$ cat config.mk
export PLATFORM = sky130hd
export DESIGN_NAME = wb_sdram_arbiter
export DESIGN_NICKNAME = d
export VERILOG_FILES = /design/src/rtl/wb_sdram_arbiter_pkg.sv /design/src/rtl/wb_sdram_arbiter_rr_pick.sv /design/src/rtl/wb_sdram_arbiter.sv
export SDC_FILE = /design/constraint.sdc
export NUM_CORES = 1
export LEC_CHECK = 0
export CORE_MARGIN = 5
export CORE_UTILIZATION = 27
export CTS_CLUSTER_SIZE = 28
export DETAILED_ROUTE_END_ITERATION = 16
export GPL_ROUTABILITY_DRIVEN = 0
export PLACE_DENSITY = 0.7
export SYNTH_ARGS = -nofsm -noshare
export SYNTH_HDL_FRONTEND = slang
export SYNTH_SLANG_ARGS = --single-unit
$ cat constraint.sdc
create_clock -name sys_clk -period 2.4 [get_ports sys_clk]
set_input_delay 0.48 -clock sys_clk [delete_from_list [all_inputs] [get_ports sys_clk]]
set_output_delay 0.48 -clock sys_clk [all_outputs]
set_load 0.005 [all_outputs]
$ cat src/rtl/wb_sdram_arbiter_pkg.sv
// ============================================================================
// Module   : sdram_arb_pkg
// Brief    : Shared types and constants for the Wishbone SDRAM arbiter.
// Revision : 1.0 - initial release
// ============================================================================
`default_nettype none

package sdram_arb_pkg;

    typedef enum logic [1:0] {
        IDLE  = 2'd0,
        BUSY  = 2'd1,
        ABORT = 2'd2
    } arb_state_t;

    localparam logic [2:0] CTI_CLASSIC = 3'b000;
    localparam logic [2:0] CTI_INCR    = 3'b010;
    localparam logic [2:0] CTI_END     = 3'b111;

    localparam int ERR_CNT_W = 16;

endpackage

`default_nettype wire

$ cat src/rtl/wb_sdram_arbiter_rr_pick.sv
// ============================================================================
// Module   : rr_pick
// Brief    : Combinational round-robin priority encoder, search from last+1.
// Revision : 1.0 - initial release
// ============================================================================
`default_nettype none

module rr_pick #(
    parameter int NREQ = 2,
    parameter int LW   = $clog2(NREQ)
) (
    input  logic [NREQ-1:0] i_req,
    input  logic [LW-1:0]   i_last,
    output logic [NREQ-1:0] o_grant,
    output logic            o_valid
);

    logic [LW-1:0] w_idx;

    // Walk the ring starting just after the previous winner; first hit wins.
    always_comb begin
        o_grant = '0;
        o_valid = 1'b0;
        w_idx   = '0;
        for (int off = 1; off <= NREQ; off++) begin
            w_idx = LW'((int'(i_last) + off) % NREQ);
            if (!o_valid && i_req[w_idx]) begin
                o_grant[w_idx] = 1'b1;
                o_valid        = 1'b1;
            end
        end
    end

endmodule

`default_nettype wire

$ cat src/rtl/wb_sdram_arbiter.sv
// ============================================================================
// Module   : wb_sdram_arbiter
// Brief    : Round-robin Wishbone arbiter in front of the SDRAM controller.
// Revision : 1.0 - initial release
// ============================================================================
`default_nettype none

module wb_sdram_arbiter #(
    parameter int NREQ    = 2,
    parameter int DW      = 32,
    parameter int AW      = 26,
    parameter int TIMEOUT = 255
) (
    input  logic                 sys_clk,
    input  logic                 RESET,
    input  logic                 sdr_init_done,
    input  logic [NREQ-1:0]      req_cyc_i,
    input  logic [NREQ-1:0]      req_stb_i,
    input  logic [NREQ-1:0]      req_we_i,
    input  logic [NREQ*AW-1:0]   req_addr_i,
    input  logic [NREQ*DW-1:0]   req_dat_i,
    input  logic [NREQ*DW/8-1:0] req_sel_i,
    input  logic [NREQ*3-1:0]    req_cti_i,
    output logic [NREQ-1:0]      req_ack_o,
    output logic [NREQ-1:0]      req_err_o,
    output logic [DW-1:0]        req_dat_o,
    output logic                 wb_cyc_o,
    output logic                 wb_stb_o,
    output logic                 wb_we_o,
    output logic [AW-1:0]        wb_addr_o,
    output logic [DW-1:0]        wb_dat_o,
    output logic [DW/8-1:0]      wb_sel_o,
    output logic [2:0]           wb_cti_o,
    input  logic                 wb_ack_i,
    input  logic [DW-1:0]        wb_dat_i,
    output logic [NREQ-1:0]      grant_o,
    output logic [15:0]          err_cnt_o
);

    import sdram_arb_pkg::*;

    localparam int LW = $clog2(NREQ);
    localparam int SW = DW / 8;
    localparam logic [ERR_CNT_W-1:0] C_TMO_LAST = ERR_CNT_W'(TIMEOUT - 1);
    localparam logic [ERR_CNT_W-1:0] C_CNT_MAX  = '1;

    arb_state_t           r_state;
    arb_state_t           w_state_nxt;
    logic [NREQ-1:0]      r_grant;
    logic [LW-1:0]        r_last;
    logic [ERR_CNT_W-1:0] r_tmo;
    logic [ERR_CNT_W-1:0] r_err_cnt;
    logic [NREQ-1:0]      r_err;

    logic [AW-1:0]        w_addr [NREQ];
    logic [DW-1:0]        w_dat  [NREQ];
    logic [SW-1:0]        w_sel  [NREQ];
    logic [2:0]           w_cti  [NREQ];

    logic [NREQ-1:0]      w_req;
    logic [NREQ-1:0]      w_pick;
    logic                 w_pick_vld;
    logic [LW-1:0]        w_pick_idx;
    logic                 w_own_cyc;
    logic                 w_own_stb;
    logic                 w_grant_en;
    logic                 w_release;
    logic                 w_tmo_hit;

    generate
        for (genvar k = 0; k < NREQ; k++) begin : g_unpack
            assign w_addr[k] = req_addr_i[k*AW +: AW];
            assign w_dat[k]  = req_dat_i[k*DW +: DW];
            assign w_sel[k]  = req_sel_i[k*SW +: SW];
            assign w_cti[k]  = req_cti_i[k*3 +: 3];
        end
    endgenerate

    assign w_req = req_cyc_i & req_stb_i;

    rr_pick #(
        .NREQ (NREQ),
        .LW   (LW)
    ) u_rr_pick (
        .i_req   (w_req),
        .i_last  (r_last),
        .o_grant (w_pick),
        .o_valid (w_pick_vld)
    );

    always_comb begin
        w_pick_idx = '0;
        for (int k = 0; k < NREQ; k++) begin
            if (w_pick[k]) w_pick_idx = LW'(k);
        end
    end

    // r_last doubles as the owner index while a grant is held.
    assign w_own_cyc = req_cyc_i[r_last];
    assign w_own_stb = req_stb_i[r_last];

    always_ff @(posedge sys_clk or posedge RESET) begin
        if (RESET) r_state <= IDLE;
        else       r_state <= w_state_nxt;
    end

    always_comb begin
        w_state_nxt = r_state;
        w_grant_en  = 1'b0;
        w_release   = 1'b0;
        w_tmo_hit   = 1'b0;
        case (r_state)
            IDLE: begin
                if (sdr_init_done && w_pick_vld) begin
                    w_grant_en  = 1'b1;
                    w_state_nxt = BUSY;
                end
            end
            BUSY: begin
                if (!w_own_cyc) begin
                    w_release   = 1'b1;
                    w_state_nxt = IDLE;
                end else if (w_own_stb && !wb_ack_i && (r_tmo == C_TMO_LAST)) begin
                    w_tmo_hit   = 1'b1;
                    w_state_nxt = ABORT;
                end
            end
            ABORT: begin
                if (!w_own_cyc) begin
                    w_release   = 1'b1;
                    w_state_nxt = IDLE;
                end
            end
            default: w_state_nxt = IDLE;
        endcase
    end

    always_ff @(posedge sys_clk or posedge RESET) begin
        if (RESET) begin
            r_grant   <= '0;
            r_last    <= LW'(NREQ - 1);
            r_tmo     <= '0;
            r_err_cnt <= '0;
            r_err     <= '0;
        end else begin
            r_err <= '0;
            if (w_grant_en) begin
                r_grant <= w_pick;
                r_last  <= w_pick_idx;
                r_tmo   <= '0;
            end else if (w_release) begin
                r_grant <= '0;
            end
            if (r_state == BUSY) begin
                if (wb_ack_i)       r_tmo <= '0;
                else if (w_own_stb) r_tmo <= r_tmo + 1'b1;
            end
            if (w_tmo_hit) begin
                r_err <= r_grant;
                if (r_err_cnt != C_CNT_MAX) r_err_cnt <= r_err_cnt + 1'b1;
            end
        end
    end

    // Bus is driven only while a live tenure is in BUSY; ABORT parks it at zero.
    always_comb begin
        wb_cyc_o  = 1'b0;
        wb_stb_o  = 1'b0;
        wb_we_o   = 1'b0;
        wb_addr_o = '0;
        wb_dat_o  = '0;
        wb_sel_o  = '0;
        wb_cti_o  = '0;
        req_ack_o = '0;
        if (r_state == BUSY) begin
            wb_cyc_o  = w_own_cyc;
            wb_stb_o  = w_own_stb;
            wb_we_o   = req_we_i[r_last];
            wb_addr_o = w_addr[r_last];
            wb_dat_o  = w_dat[r_last];
            wb_sel_o  = w_sel[r_last];
            wb_cti_o  = w_cti[r_last];
            req_ack_o = r_grant & {NREQ{wb_ack_i}};
        end
    end

    assign req_dat_o = wb_dat_i;
    assign grant_o   = r_grant;
    assign req_err_o = r_err;
    assign err_cnt_o = r_err_cnt;

endmodule

`default_nettype wire

==> impl_metrics.ini <==
[global_routing]
grt_max_degree = 40
track_usage_pct = 17.7
grt_pass1_wl_mm = 20.6
antenna_found_initial = 0
grt_pass1_vias = 3844
grt-ovfl-total = 0

[clocking]
root_buffer = clkbuf_16
clk_pin_slew_worst_paths_ns = 0.06
clockBufferDepth = 2
clock-sinks = 39
cts_htree_levels = 2
cts_tree = yes
cts_buffers = 5
clock_latency_ns = 0.28
cts.hold.buffers_added = 0

[sta]
finClkSkew_ns = 0.00228
slew_viol_final = 0
hold_viol_final = 0
tns_ns = 0
fmaxAchievable_mhz = 425
setup_viol = 0
fin_crit_sh_pct = 98.0
rsz0062_at_grt = yes
slew-limit-headroom_pct = 67.5
tightest_slew_ns = 0.487
period_needed_ns = 2.35

[power]
combPwrFrac_pct = 61.3
p_leak_nw = 2.94
p_clk_share_pct = 19.4
peakVddDrop_uv = 298
internal-power_mw = 2.57
switchingPower_mw = 1.35
power_mw = 3.92
p_sw_share_pct = 34.4
powerDensity_nw_per_um2 = 624
seqPwrFrac_pct = 19.3

[floorplanning]
die-area_um2 = 15000
design.core.area_um2 = 12500
io_pins = 294
die_w_um = 122
initial_core_util_pct = 27.3
rows = 41
die_y_um = 122

[critical_path]
crit_buf_inv = 3
worst-path-max-fanout = 9
cp-end-kind = output pin
r2r_slack_ns = 0.25
crit_chain = buf_12 > buf_12 > mux2i_1 > nor2_1 > clkdlybuf4s50_1
rr_startpoint = r_last
r2r-end = err_cnt_o[14]
crit_path_start_kind = flop
crit_family = buffers and inverters
cp.required_ns = 1.92
cp.arrival_ns = 1.87
crit_top_cell = buf_12
criticalPathCategory = reg -> out
crit_path_top_delay_cell = dfstp_4
max_stage_delay_ns = 0.66
worstRegToRegCells = 7

[detailed_routing]
avgRoutedWirePerCell_um = 17.9
ant_nets = 0
vias = 3742
first_pass_iters = 4
wirelength_mm = 14.1
drt_iter0_markers = 158
drc = 0
viasPerCell = 4.72

[finish]
stdcell_count = 792
drive_above_1_share_pct = 11.6
diodes = 0
num-nets-final = 797
synthToLayoutAreaGrowth_pct = 84.4

[placed_design]
dp_hpwl_mm = 11.5
port_buffers = 229
dp.cells = 769

[logic_synthesis]
synth_edf_count = 0
synth_top_area_cell = dfrtp_1
syn-cell-area_um2 = 3400
synth_seq_cells = 39
synthFlopType = dfrtp_1
ys_types = 51
synth_top_area_share_pct = 27.9
seq_area_frac_synth_pct = 28.7
synthCells = 400
yosys_warnings = 0
syn-num-nets = 578
synth-async-reset-ratio_pct = 100
synthTopCellsByArea = dfrtp_1, mux2i_1, nor2_1
avgSynthCellArea_um2 = 8.51

[hold_path]
holdPathEnd = err_cnt_o[7]
worst_hold_path_type = reg -> reg
min_path_cells = 1
worstHoldStart = err_cnt_o[7]

[flow_run]
max_cap_violations = 0

[outcome]
status = finished clean
power by group through the flow:
| stage | Combinational (mW) | Sequential [mW] | Clock [mW] |
|---|---|---|---|
| finish | 2.40 | 0.755 | 0.762 |
| global route | 2.60 | 0.761 | 0.802 |
| CTS | 2.38 | 0.754 | 0.784 |
| detailed placement | 2.20 | 0.779 | 0 |
| global placement | 2.18 | 0.776 | 0 |
| floorplan | 1.03 | 0.737 | 0 |
flip-flops by register name, indices dropped and copies added, names as in the netlist:
signal     count
r_tmo         16
err_cnt_o     16
req_err_o      2
r_last         1
r_state        2
grant_o        2
cell usage after synthesis (8+ instances only):
library cell  count
a21oi_1          10
and2_1            9
and3_1            8
buf_4            32
dfrtp_1          38
inv_1             8
mux2i_1          66
nand2_1          18
nand3_1          15
nand4_1          10
nor2_1           85
xnor2_1          13
how the worst max path moves through the flow:
stage / from / end / slack [ns] / depth (start not counted)
after detailed placement: req_stb_i[0] / wb_stb_o / -0.004 / 5
after CTS: r_last / wb_dat_o[18] / -0.06 / 5
after global routing: r_last / wb_dat_o[9] / -0.003 / 5
final: r_last / wb_dat_o[9] / 0.05 / 5
after floorplan: r_state[0] / wb_addr_o[15] / 0.44 / 6
after global placement: req_stb_i[0] / wb_stb_o / -0.009 / 5
timing repair:
action	in CTS	in global routing
endpoints found under the setup margin	59	35
resized for setup	72	34
pin swaps	2	0
buffers inserted	10	3
cloned	3	0
area by class of cell:
type                    instances  area, µm²
fillers                      1183       6190
repair buffers                262       2700
multi-input cells             302       2180
flip-flops and latches         39        981
well taps                     172        215
clock buffers                   6        139
clock inverters                 2       35.0
inverters                       9       33.8
routing by layer:
metal	vias to the layer above	share of wire, %	global-route usage, %
li1	1801	-	-
met1	1764	39	21.6
met2	158	53	31.2
met4	0	1.6	4.97
met5	-	0	0
met3	19	6.6	4.24
cells by family (layout without fill, tap and decap cells):
group	count (synthesis)	in the layout	synth area share, %
fa+ha+maj	6	6	2.21
compound gates	33	33	7.10
mux	71	71	21.1
flops	39	39	28.7
simple gates	172	172	25.6
buf+inv	59	279	10.2
xor+xnor	20	20	5.15
metrics by stage:
step / hold slack, ns / instance area, µm² / utilization (%) / worst slack (ns)
4_1_cts: 0.514 / 6170 / 49.5 / -0.0625
3_3_place_gp: 0.486 / 5790 / 46.4 / -0.00853
5_1_grt: 0.537 / 6270 / 50.3 / -0.00341
6_report: 0.508 / 6270 / 50.3 / 0.0480
2_1_floorplan: 0.481 / 3400 / - / 0.444
3_5_place_dp: 0.503 / 5790 / 46.4 / -0.00416
cells in the final DEF, fill, tap and decap left out, types with 4 or more instances in the layout:
cell             netlist  final
buf_4                 32     20
and2_1                 9      9
clkbuf_16              0      5
nor2_1                85     85
o31ai_1                4      4
nand2_1               18     17
dlygate4sd2_1          0     47
mux2i_1               66     55
a21oi_1               10     10
and4_1                 7      7
xor2_1                 7      7
nand3_1               15     15
inv_1                  8      6
dfrtp_1               38     38
mux2i_2                0      6
dlymetal6s2s_1         0     16
o21ai_1                4      4
clkdlybuf4s50_1        0    162
nand4_1               10     10
buf_16                 0      4
ha_1                   6      5
and3_1                 8      8
xnor2_1               13     13
buf_12                 0      7
mux2i_4                0      5
worst reg2reg max path, cell delays in order (launching register included):
cell	delay, ns
dfstp_4	0.66
buf_12	0.13
buf_4	0.10
mux2_4	0.20
nand4_2	0.18
or2_1	0.30
nor3_2	0.12
mux2_1	0.34
(Power assumes the default switching activity.)
